===== src/rtl/sync_down_timer_4bit_pkg.sv =====
// Shared definitions for the 4-bit down timer:
// FSM state encodings and the default counter width.
package sync_down_timer_4bit_pkg;

    localparam int DEF_WIDTH = 4;

    typedef enum logic [1:0] {
        ST_IDLE = 2'd0,
        ST_RUN  = 2'd1,
        ST_DONE = 2'd2
    } state_t;

endpackage


===== src/rtl/sync_down_timer_4bit_core.sv =====
// Down-counter register: load / decrement / hold, plus is_one flag.
// Ports: clk, rst (async high), ld, ld_val, dec -> q, is_one.
module sync_down_timer_4bit_core
    import sync_down_timer_4bit_pkg::*;
#(
    parameter int WIDTH = DEF_WIDTH
) (
    input  logic             clk,
    input  logic             rst,
    input  logic             ld,
    input  logic [WIDTH-1:0] ld_val,
    input  logic             dec,
    output logic [WIDTH-1:0] q,
    output logic             is_one
);

    localparam logic [WIDTH-1:0] ONE = {{(WIDTH-1){1'b0}}, 1'b1};

    // Decrement is refused at zero so the count can never wrap.
    always_ff @(posedge clk or posedge rst) begin
        if (rst) begin
            q <= '0;
        end else if (ld) begin
            q <= ld_val;
        end else if (dec && (q != '0)) begin
            q <= q - ONE;
        end
    end

    assign is_one = (q == ONE);

endmodule


===== src/rtl/sync_down_timer_4bit.sv =====
// Loadable down timer: counts a preset to zero, pulses tc once.
// Ports: clk, rst (async high), load, load_val, start, stop, en
//        -> q (count), tc (registered pulse), busy (state==RUN).
// Build option: define AUTO_RELOAD_EN for periodic reload mode.
module sync_down_timer_4bit
    import sync_down_timer_4bit_pkg::*;
#(
    parameter int WIDTH = DEF_WIDTH
) (
    input  logic             clk,
    input  logic             rst,
    input  logic             load,
    input  logic [WIDTH-1:0] load_val,
    input  logic             start,
    input  logic             stop,
    input  logic             en,
    output logic [WIDTH-1:0] q,
    output logic             tc,
    output logic             busy
);

    state_t           state;
    state_t           state_nx;
    logic [WIDTH-1:0] reload_r;
    logic [WIDTH-1:0] core_val;
    logic             core_ld;
    logic             dec;
    logic             is_one;
    logic             run;
    logic             hit;

    assign run = (state == ST_RUN);

    // Terminal edge: enabled RUN cycle at q==1, not pre-empted
    // by load or stop.
    assign hit = run && !load && !stop && en && is_one;
    assign dec = run && !load && !stop && en;

    // Reload value feeds the same mux as load_val; it is only
    // ever selected when periodic reload is built in.
    assign core_val = load ? load_val : reload_r;
`ifdef AUTO_RELOAD_EN
    assign core_ld = load || hit;
`else
    assign core_ld = load;
`endif

    sync_down_timer_4bit_core #(
        .WIDTH (WIDTH)
    ) u_core (
        .clk    (clk),
        .rst    (rst),
        .ld     (core_ld),
        .ld_val (core_val),
        .dec    (dec),
        .q      (q),
        .is_one (is_one)
    );

    always_ff @(posedge clk or posedge rst) begin
        if (rst) begin
            reload_r <= '0;
        end else if (load) begin
            reload_r <= load_val;
        end
    end

    always_ff @(posedge clk or posedge rst) begin
        if (rst) begin
            tc <= 1'b0;
        end else begin
            tc <= hit;
        end
    end

    always_ff @(posedge clk or posedge rst) begin
        if (rst) begin
            state <= ST_IDLE;
        end else begin
            state <= state_nx;
        end
    end

    always_comb begin
        state_nx = state;
        unique case (state)
            ST_IDLE: begin
                if (!load && !stop && start && (q != '0)) begin
                    state_nx = ST_RUN;
                end
            end
            ST_RUN: begin
                if (load || stop) begin
                    state_nx = ST_IDLE;
                end else if (hit) begin
`ifdef AUTO_RELOAD_EN
                    state_nx = ST_RUN;
`else
                    state_nx = ST_DONE;
`endif
                end
            end
            ST_DONE: begin
                state_nx = ST_IDLE;
            end
            default: begin
                state_nx = ST_IDLE;
            end
        endcase
    end

    always_comb begin
        busy = (state == ST_RUN);
    end

endmodule


===== config.mk =====
export PLATFORM = sky130hd
export DESIGN_NAME = sync_down_timer_4bit
export DESIGN_NICKNAME = d
export VERILOG_FILES = /design/src/rtl/sync_down_timer_4bit_pkg.sv /design/src/rtl/sync_down_timer_4bit_core.sv /design/src/rtl/sync_down_timer_4bit.sv
export SDC_FILE = /design/constraint.sdc
export NUM_CORES = 1
export LEC_CHECK = 0
export CORE_AREA = 5 5 42 44
export DETAILED_ROUTE_END_ITERATION = 10
export DIE_AREA = 0 0 47 49
export MAX_ROUTING_LAYER = met4
export PLACE_DENSITY = 0.73
export SKIP_CTS_REPAIR_TIMING = 1
export SLEW_MARGIN = 10
export SYNTH_ARGS = -nofsm -noshare
export SYNTH_HDL_FRONTEND = slang
export SYNTH_SLANG_ARGS = --single-unit

===== constraint.sdc =====
create_clock -name clk -period 4.2 [get_ports clk]
set_input_delay 1.26 -clock clk [delete_from_list [all_inputs] [get_ports clk]]
set_output_delay 1.26 -clock clk [all_outputs]
set_load 0.01 [all_outputs]

* After elaboration in Yosys (flattened, before gate mapping) *
Cells that the tools add are included.

storage, ports and cells
  bits in registers = 7
  bits in latches = 0
  RAM bits = 0
  bits in read-only memories = 0
  input bits = 10
  output and inout port bits = 6
  logic and storage cells = 29
  memories = 0

cells by class
  add/subtract/negate cells = 1
  multiply operators = 0
  divide/modulo/power cells = 0
  magnitude comparators = 0
  equality and inequality tests = 4
  shift-type cells = 0
  muxes and demuxes = 6
  bitwise logic cells = 0
  reduce and logical (&&, ||, !) cells = 15

operators by type and width
  cell                 number
  $logic_and 1x1->1    8
  $mux 4               2
  $mux 2               3
  $eq 4x1->1 const B   1
  $pmux 2 s2           1
  $reduce_bool 4->1    1
  $sub 4x1->4 const B  1
  $ne 3x1->1 const B   1
  $eq 2x1->1 const B   1
  $logic_not 1->1      2
  $logic_not 2->1      1
  $ne 2x2->1 const B   1
  $reduce_and 2->1     1
  $reduce_bool 2->1    1
  $logic_or 1x1->1     1

* Longest topological paths before layout *
Gate-level depths: netlist (run 1).

  word-level depth = 8
  gate-level depth with buffers = 5
  mapped depth without buffers = 5

* Cells and area by module *
From an unflattened synthesis (run 1), not the netlist that was laid out.

unflattened totals
  cell total of the unflattened synthesis = 50
  area total of the unflattened synthesis = 575.6 sq um

by module, submodules not included
  module                     times used  cells each  area each (sq um)
  sync_down_timer_4bit       1           20          289.0
  sync_down_timer_4bit_core  1           30          286.5

* Worst setup path after synthesis (run 1) *
No wires, ideal clock.

  kind = input to register
  start point = input load
  end point = register u_core.q[0]
  library setup time = 0.130 ns
  data arrival time = 2.050 ns
  path slack = 2.020 ns
  stages on the path = 4
  cells stage by stage = or3_1 buf_2 o31ai_1 a31oi_1

between the ends
  word-level cells in the longest chain between the ends = 6

ends and longest elaborated chain
  element                             line                             RTL
  from (decl)                         sync_down_timer_4bit.sv:12       input logic load,
  $logic_not 1->1                     sync_down_timer_4bit.sv:37       assign dec = run && !load && !stop && en;
  $logic_and 1x1->1 (3 in a row)      sync_down_timer_4bit.sv:37
  $logic_and 1x1->1                   sync_down_timer_4bit_core.sv:25  end else if (dec && (q != '0)) begin
  $reduce_bool 2->1 (no source line)  --
  to (signal assigned)                sync_down_timer_4bit_core.sv:24  q <= ld_val;
  to (signal assigned)                sync_down_timer_4bit_core.sv:26  q <= q - ONE;
  to (decl)                           sync_down_timer_4bit_core.sv:13  output logic [WIDTH-1:0] q,

Several ways; a longest one is shown, not always the timed one.
A chain may end at the register's enable or synchronous reset.

* Final worst setup path (run 1) *
  start point = register state[0]
  end point = output busy

between the ends
  word-level cells in the longest chain between the ends = 1

ends and longest elaborated chain
  element                 line                         RTL
  from (decl)             sync_down_timer_4bit.sv:22   state_t state;
  from (signal assigned)  sync_down_timer_4bit.sv:80   state <= state_nx;
  $eq 2x1->1              sync_down_timer_4bit.sv:113  busy = (state == ST_RUN);
  to (decl)               sync_down_timer_4bit.sv:19   output logic busy

No other way between the ends.

==> impl_metrics.json, run 1 <==
{
  "grt_pass1_wl_mm": 1.911,
  "final_common_cell": "clkdlybuf4s50_1",
  "crit_slowest_cell": "clkdlybuf4s50_1",
  "critPathLaunchType": "flip-flop",
  "grt_pass1_vias": 420,
  "clk_pin_slew_ns": 0.06,
  "max_freq_mhz": 381.6,
  "h-tree-depth": 1,
  "ir_worst_vdd_uv": 113.6,
  "fin_crit_sh_pct": 62.40,
  "yosysSeqAreaShare_pct": 40.00,
  "worstSetupPathType": "reg -> out",
  "antenna_found_initial": 0,
  "wl_mm": 1.140,
  "finalSetupViolations": 0,
  "rows": 14,
  "drv_cap": 0,
  "setup_tns_ns": 0,
  "hp-start": "u_core.q[0]$_DFFE_PP0P_",
  "synth.distinct_cells": 27,
  "viasPerCell": 5.268,
  "die_area_sq_mm": 0.002303,
  "clock_path_buffers": 2,
  "post-dp-hpwl_microns": 878,
  "routedWlPerCell_microns": 13.90,
  "nets": 79,
  "area_delta_synth_final_pct": 43.71,
  "dieWidth_microns": 47,
  "place_congestion": 0.8606,
  "timing.rr.start": "u_core.q[1]$_DFFE_PP0P_",
  "drive_gt1_share_pct": 10.61,
  "tightestPinTransition_ns": 0.4425,
  "total_power_uw": 187.7,
  "cts_tree": "built",
  "critPathMaxFanout": 6,
  "path_buf_inv": 1,
  "grt_max_degree": 9,
  "leakage_nw": 0.2567,
  "startpoint": "state[0]$_DFFE_PP0P_",
  "syn_inst": 48,
  "portBuffers": 15,
  "yosysWarnings": 0,
  "critPathMaxStageDelay_ns": 0.54,
  "report.final.slew_viol_count": 0,
  "antennaDiodeCount": 0,
  "cts_num_sinks": 7,
  "outcome": "finished, final reports clean",
  "arrival_ns": 1.36,
  "die_y_microns": 49,
  "cts_inserted_buffers": 3,
  "initialDrtViolationCount": 21,
  "grt-ovfl-total": 0,
  "initial_core_util_pct": 31.25,
  "core_sq_mm": 0.001401,
  "worst_slew_margin_rel_pct": 70.23,
  "ant_nets": 0,
  "worstPathCellList": "nor2b_1 > clkdlybuf4s50_1",
  "cp-end-kind": "output port",
  "most-common-layout-cells": "15 x clkdlybuf4s50_1, 7 x dfrtp_1, 4 x nor2_1, 4 x nor3_1, 4 x inv_1",
  "rsz0062_at_grt": "no",
  "p_per_area_mw_per_mm2": 298.3,
  "syn_area_per_cell_sq_um": 9.123,
  "vias": 432,
  "drc": 0,
  "grt_usage_pct": 11.97,
  "finalHoldViolations": 0,
  "cpLargestDelayFamily": "buffers and inverters",
  "root_buffer": "clkbuf_4",
  "clk_latency_ns": 0.27,
  "syn-cell-area_sq_um": 437.9,
  "instances_no_fill": 82,
  "synth_nets": 60,
  "dp.cells": 78,
  "min_path_type": "reg -> reg",
  "synth_seq_cells": 7,
  "cp.required_ns": 2.94,
  "min_period_ns": 2.621,
  "clock_skew_ns": 0.005714,
  "ios": 16,
  "firstDrtPassIters": 4
}
[flip-flops by register name, indices dropped and copies added, names as in the netlist]
signal    flops
u_core.q      4
state         2
tc            1
[Yosys cell counts]
cell type	instances	share of area (%)
nand4b_1	1	2.0
nor3_1	4	4.6
inv_1	4	3.4
nor4bb_1	1	2.3
buf_2	1	1.1
nand4_1	2	2.9
nor2_1	4	3.4
or2b_1	1	1.7
o31ai_1	1	1.7
nor3b_1	1	1.7
ha_1	2	5.7
and3_1	1	1.4
or3_1	1	1.4
a22o_1	1	2.0
nor2b_1	2	2.9
and2_2	1	1.7
a21bo_2	1	2.3
a31oi_1	3	4.3
o21ai_0	1	1.1
dfrtp_1	7	40
nand2_1	2	1.7
or3b_2	1	2.0
o31ai_2	1	2.9
a41oi_1	1	2.0
a21oi_1	1	1.1
nor4_1	1	1.4
nand3_1	1	1.1
[power breakdown]
group	total [mW]	switching, mW	internal, mW
Combinational	0.0426	0.0184	0.0242
Clock	0.0678	0.0311	0.0367
Sequential	0.0773	0.00583	0.0715
Total	0.188	0.0554	0.132
[routing by layer]
| metal | GRT usage (%) | vias to the layer above | share of wire [%] | wire, microns |
|---|---|---|---|---|
| met5 | - | - | 0 | 0 |
| met2 | 17.42 | 17 | 48 | 549 |
| met1 | 13.36 | 198 | 40 | 458 |
| met4 | 9.677 | 0 | 3.9 | 44 |
| li1 | - | 213 | - | - |
| met3 | 2.583 | 4 | 7.6 | 87 |
[cell families after synthesis]
logic type,synth area share (%)
fa+ha+maj,5.713
simple gates,32.29
flops,40.00
buf+inv,4.569
compound gates,17.43
[final cells by class]
| cell class | instances | area [sq um] |
|---|---|---|
| tap | 16 | 20.02 |
| inverter | 4 | 15.01 |
| sequential | 7 | 175.2 |
| clock buffer | 4 | 26.28 |
| fill | 135 | 772.0 |
| multi-input combinational | 36 | 242.7 |
| timing repair buffer | 15 | 150.1 |
[path summary, 6_finish.rpt]
path | end | slack [ns] | depth (start not counted)
max in group asynchronous | state[0]$_DFFE_PP0P_ | 2.75 | 2
max | busy | 1.58 | 2
min | u_core.q[0]$_DFFE_PP0P_ | 0.65 | 2
max reg2reg | u_core.q[1]$_DFFE_PP0P_ | 2.50 | 5
min reg2reg | u_core.q[0]$_DFFE_PP0P_ | 0.65 | 2
min in group asynchronous | u_core.q[0]$_DFFE_PP0P_ | 1.23 | 2
[worst min-delay path, stage by stage, from the launching register on]
cell and delay [ns]:
dfrtp_1 0.43, o31ai_1 0.10, a31oi_1 0.09
[through the flow]
| stage | hold WS, ns | utilization, % | area, sq um | setup slack [ns] |
|---|---|---|---|---|
| after CTS | 0.6574 | 44.91 | 629.4 | 1.566 |
| final | 0.6534 | 44.91 | 629.4 | 1.579 |
| after detailed placement | 0.6387 | 43.04 | 603.1 | 1.423 |
| after global placement | 0.6207 | 43.04 | 603.1 | 1.486 |
| after global routing | 0.6958 | 44.91 | 629.4 | 1.486 |
| after floorplan | 0.5945 | - | 437.9 | 2.020 |
(Power assumes the default switching activity.)
==> inputs of run 2 (changes only) <==
Clock period 4.2 ns to 2.7 ns, I/O delays scaled along.
==> impl_metrics.json, run 2 (same netlist as run 1, synthesis figures left out) <==
{
  "outcome": "finished, final reports clean",
  "max_freq_mhz": 460.6,
  "clock_skew_ns": 0.004158,
  "portBuffers": 15,
  "antennaDiodeCount": 0,
  "arrival_ns": 1.36,
  "rsz0062_at_grt": "no",
  "top_regs": "u_core.q (4), state (2), tc (1)",
  "top_register": "u_core.q",
  "grt_pass1_vias": 421,
  "root_buffer": "clkbuf_4",
  "clk_latency_ns": 0.25,
  "vias": 442,
  "most-common-layout-cells": "15 x clkdlybuf4s50_1, 7 x dfrtp_1, 4 x nor2_1, 4 x nor3_1, 4 x inv_1",
  "grt_max_degree": 9,
  "nets": 79,
  "clock_path_buffers": 2,
  "viasPerCell": 5.390,
  "final_common_cell": "clkdlybuf4s50_1",
  "ant_nets": 0,
  "ios": 16,
  "cp-end-kind": "output port",
  "min_path_type": "reg -> reg",
  "setup_tns_ns": 0,
  "dieWidth_microns": 47,
  "drc": 0,
  "rows": 14,
  "cts_tree": "built",
  "h-tree-depth": 1,
  "wl_mm": 1.095,
  "cp.required_ns": 1.89,
  "area_delta_synth_final_pct": 43.71,
  "hold_ws_ns": 0.6404,
  "antenna_found_initial": 0,
  "critPathMaxFanout": 6,
  "critPathLaunchType": "flip-flop",
  "core_sq_mm": 0.001401,
  "report.final.slew_viol_count": 0,
  "worstSetupPathType": "reg -> out",
  "finalSetupViolations": 0,
  "r2r_slack_ns": 1.00,
  "post-route-util_pct": 44.91,
  "worstPathCellList": "nor2b_1 > clkdlybuf4s50_1",
  "leakage_nw": 0.2567,
  "nFillCells": 149,
  "crit_slowest_cell": "clkdlybuf4s50_1",
  "die_area_sq_mm": 0.002303,
  "grt_usage_pct": 10.56,
  "drv_cap": 0,
  "finalHoldViolations": 0,
  "p_per_area_mw_per_mm2": 450.7,
  "drive_gt1_share_pct": 10.61,
  "initialDrtViolationCount": 7,
  "critPathMaxStageDelay_ns": 0.54,
  "worst_slew_margin_rel_pct": 73.22,
  "ir_worst_vdd_uv": 199.1,
  "place_congestion": 0.8628,
  "clk_pin_slew_ns": 0.06,
  "post-dp-hpwl_microns": 869,
  "die_y_microns": 49,
  "firstDrtPassIters": 4,
  "grt-ovfl-total": 0,
  "cts_inserted_buffers": 3,
  "tightestPinTransition_ns": 0.3962,
  "largest_register_ffs": 4,
  "grt_pass1_wl_mm": 1.725,
  "fin_crit_sh_pct": 80.40,
  "cpLargestDelayFamily": "buffers and inverters",
  "min_period_ns": 2.171,
  "routedWlPerCell_microns": 13.35,
  "cts_num_sinks": 7,
  "initial_core_util_pct": 31.25,
  "path_buf_inv": 1
}
[run 2: area by class of cell]
class	count	area (sq um)	area share [%]
Tap cell	16	20.02	3.181
Multi-Input combinational cell	36	242.7	38.57
Clock buffer	4	26.28	4.175
Timing Repair Buffer	15	150.1	23.86
Inverter	4	15.01	2.386
Sequential cell	7	175.2	27.83
[run 2: metrics by stage]
step                      instance area [sq um]  instances  worst slack (ns)  power (mW)
after detailed placement                  603.1         78            0.4185      0.1873
after CTS                                 629.4         82            0.5279      0.2851
after global routing                      629.4         82            0.4676      0.2985
final                                     629.4         82            0.5291      0.2836
after floorplan                           437.9         48            0.9698      0.1527
after global placement                    603.1         78            0.4406      0.1867
[run 2: worst paths after layout]
path | to | depth (start not counted) | start
hold / removal | u_core.q[0]$_DFFE_PP0P_ | 2 | u_core.q[0]$_DFFE_PP0P_
min in group asynchronous | u_core.q[2]$_DFFE_PP0P_ | 2 | rst
hold reg to reg | u_core.q[0]$_DFFE_PP0P_ | 2 | u_core.q[0]$_DFFE_PP0P_
max in group asynchronous | state[0]$_DFFE_PP0P_ | 2 | rst
setup / recovery | busy | 2 | state[0]$_DFFE_PP0P_
setup reg to reg | u_core.q[1]$_DFFE_PP0P_ | 5 | u_core.q[0]$_DFFE_PP0P_
[run 2: report_power, final]
part	switching (mW)	internal (mW)	total [mW]	leakage, nW
sequential	0.00889	0.111	0.120	0.0869
combinational	0.0282	0.0375	0.0656	0.155
clock	0.0412	0.0566	0.0978	0.0150
total	0.0782	0.205	0.284	0.257
[run 2: per-layer routing]
metal	vias up	global-route usage, %	share of wire [%]
met5	-	-	0
met4	0	8.295	2.7
met3	4	1.107	6.5
met2	19	16.06	48
met1	203	11.92	42
li1	216	-	-
[run 2: worst register-to-register path: cells and delay by family, from the launching register on]
kind / cells / cell delay [ns]
and+or+nand+nor: 1 / 0.50
DFF: 1 / 0.43
AOI/OAI and AO/OA: 2 / 0.37
adders and majority gates: 1 / 0.22
buffers and inverters: 1 / 0.11
==> inputs of run 3 (changes only) <==
Settings changed: PLACE_DENSITY 0.73 to 0.75.
Clock period 2.7 ns to 1.83 ns, I/O delays scaled along.
==> impl_metrics.json, run 3 (same netlist as run 1, synthesis figures left out) <==
{
  "initialDrtViolationCount": 15,
  "drc": 0,
  "largest_register_ffs": 4,
  "top_register": "u_core.q",
  "clock_path_buffers": 2,
  "hold_ws_ns": 0.5161,
  "p_per_area_mw_per_mm2": 646.6,
  "place_congestion": 0.8437,
  "ir_worst_vdd_uv": 341.1,
  "firstDrtPassIters": 4,
  "grt-ovfl-total": 0,
  "portBuffers": 15,
  "layout_setup_ws_ns": 0.06329,
  "min_path_type": "in -> async",
  "outcome": "finished, final reports clean",
  "cpLargestDelayFamily": "buffers and inverters",
  "die_y_microns": 49,
  "cp.required_ns": 1.28,
  "rsz0062_at_grt": "no",
  "fin_crit_sh_pct": 96.54,
  "grt_pass1_vias": 462,
  "critPathLaunchType": "flip-flop",
  "root_buffer": "clkbuf_4",
  "vias": 471,
  "post-dp-hpwl_mm": 1.069,
  "post-route-util_pct": 49.46,
  "worstPathCellList": "clkdlybuf4s50_1",
  "multi_input_area_sq_um": 242.7,
  "critPathMaxFanout": 5,
  "tightestPinTransition_ns": 0.3910,
  "max_freq_mhz": 566.0,
  "cts_inserted_buffers": 3,
  "cts_tree": "built",
  "wl_mm": 1.341,
  "core_sq_mm": 0.001401,
  "grt_pass1_wl_mm": 2.097,
  "antennaDiodeCount": 0,
  "grt_max_degree": 8,
  "finalHoldViolations": 0,
  "leakage_nw": 0.3110,
  "initial_core_util_pct": 31.25,
  "cp-end-kind": "output port",
  "grt_usage_pct": 13.59,
  "pre_cts_ws_ns": -0.1458,
  "nets": 87,
  "drv_cap": 0,
  "top_regs": "u_core.q (4), state (2), tc (1)",
  "drive_gt1_share_pct": 21.62,
  "clk_pin_slew_ns": 0.06,
  "die_area_sq_mm": 0.002303,
  "area_delta_synth_final_pct": 58.29,
  "reg2reg_depth": 5,
  "rows": 14,
  "routedWlPerCell_microns": 14.90,
  "arrival_ns": 1.22,
  "path_buf_inv": 1,
  "worst-path-stages": 1,
  "critPathMaxStageDelay_ns": 0.55,
  "clk_latency_ns": 0.26,
  "most-common-layout-cells": "14 x clkdlybuf4s50_1, 8 x buf_4, 6 x dfrtp_1",
  "register_area_sq_um": 176.4,
  "nFillCells": 135,
  "finalSetupViolations": 0,
  "crit_slowest_cell": "clkdlybuf4s50_1",
  "worstSetupPathType": "reg -> out",
  "report.final.slew_viol_count": 0,
  "ios": 16,
  "h-tree-depth": 1,
  "viasPerCell": 5.233,
  "ant_nets": 0,
  "worst_slew_margin_rel_pct": 73.69,
  "clock_skew_ns": 0.006525,
  "dieWidth_microns": 47,
  "final_common_cell": "clkdlybuf4s50_1",
  "antenna_found_initial": 0,
  "cts_num_sinks": 7,
  "setup_tns_ns": 0,
  "min_period_ns": 1.767
}
[run 3: cell type report]
type | count | share of cell area, %
multi-input combinational | 36 | 35.02
clock buffer | 4 | 3.791
timing repair buffer | 23 | 30.69
tap | 16 | 2.888
inverter | 4 | 2.166
sequential | 7 | 25.45
[run 3: per-stage QoR]
stage / instances / instance area [sq um] / total power, mW
after global placement: 85 / 655.6 / 0.2914
final: 90 / 693.2 / 0.4482
after detailed placement: 85 / 655.6 / 0.2947
after floorplan: 48 / 437.9 / 0.2253
after global routing: 90 / 693.2 / 0.4676
after CTS: 89 / 681.9 / 0.4437
[run 3: routing by layer]
metal | track usage (%) | part of all wire (%) | wire [microns]
met2 | 19.46 | 49 | 652
met1 | 15.92 | 42 | 568
met3 | 2.214 | 5.2 | 70
met4 | 11.06 | 3.7 | 50
met5 | - | 0 | 0
[run 3: worst paths after layout]
check	startpoint	slack, ns	to
worst max-delay path	u_core.q[0]$_DFFE_PP0P_	0.06	q[0]
worst min-delay path	rst	0.52	state[1]$_DFFE_PP0P_
worst max register to register	u_core.q[1]$_DFFE_PP0P_	0.21	u_core.q[1]$_DFFE_PP0P_
worst min register to register	u_core.q[0]$_DFFE_PP0P_	0.64	u_core.q[0]$_DFFE_PP0P_
max in group asynchronous	rst	1.07	u_core.q[0]$_DFFE_PP0P_
min in group clk	u_core.q[0]$_DFFE_PP0P_	0.64	u_core.q[0]$_DFFE_PP0P_
[run 3: where the power goes]
group          internal (mW)  switching (mW)
sequential             0.165         0.00856
clock                 0.0840          0.0692
combinational         0.0687          0.0531
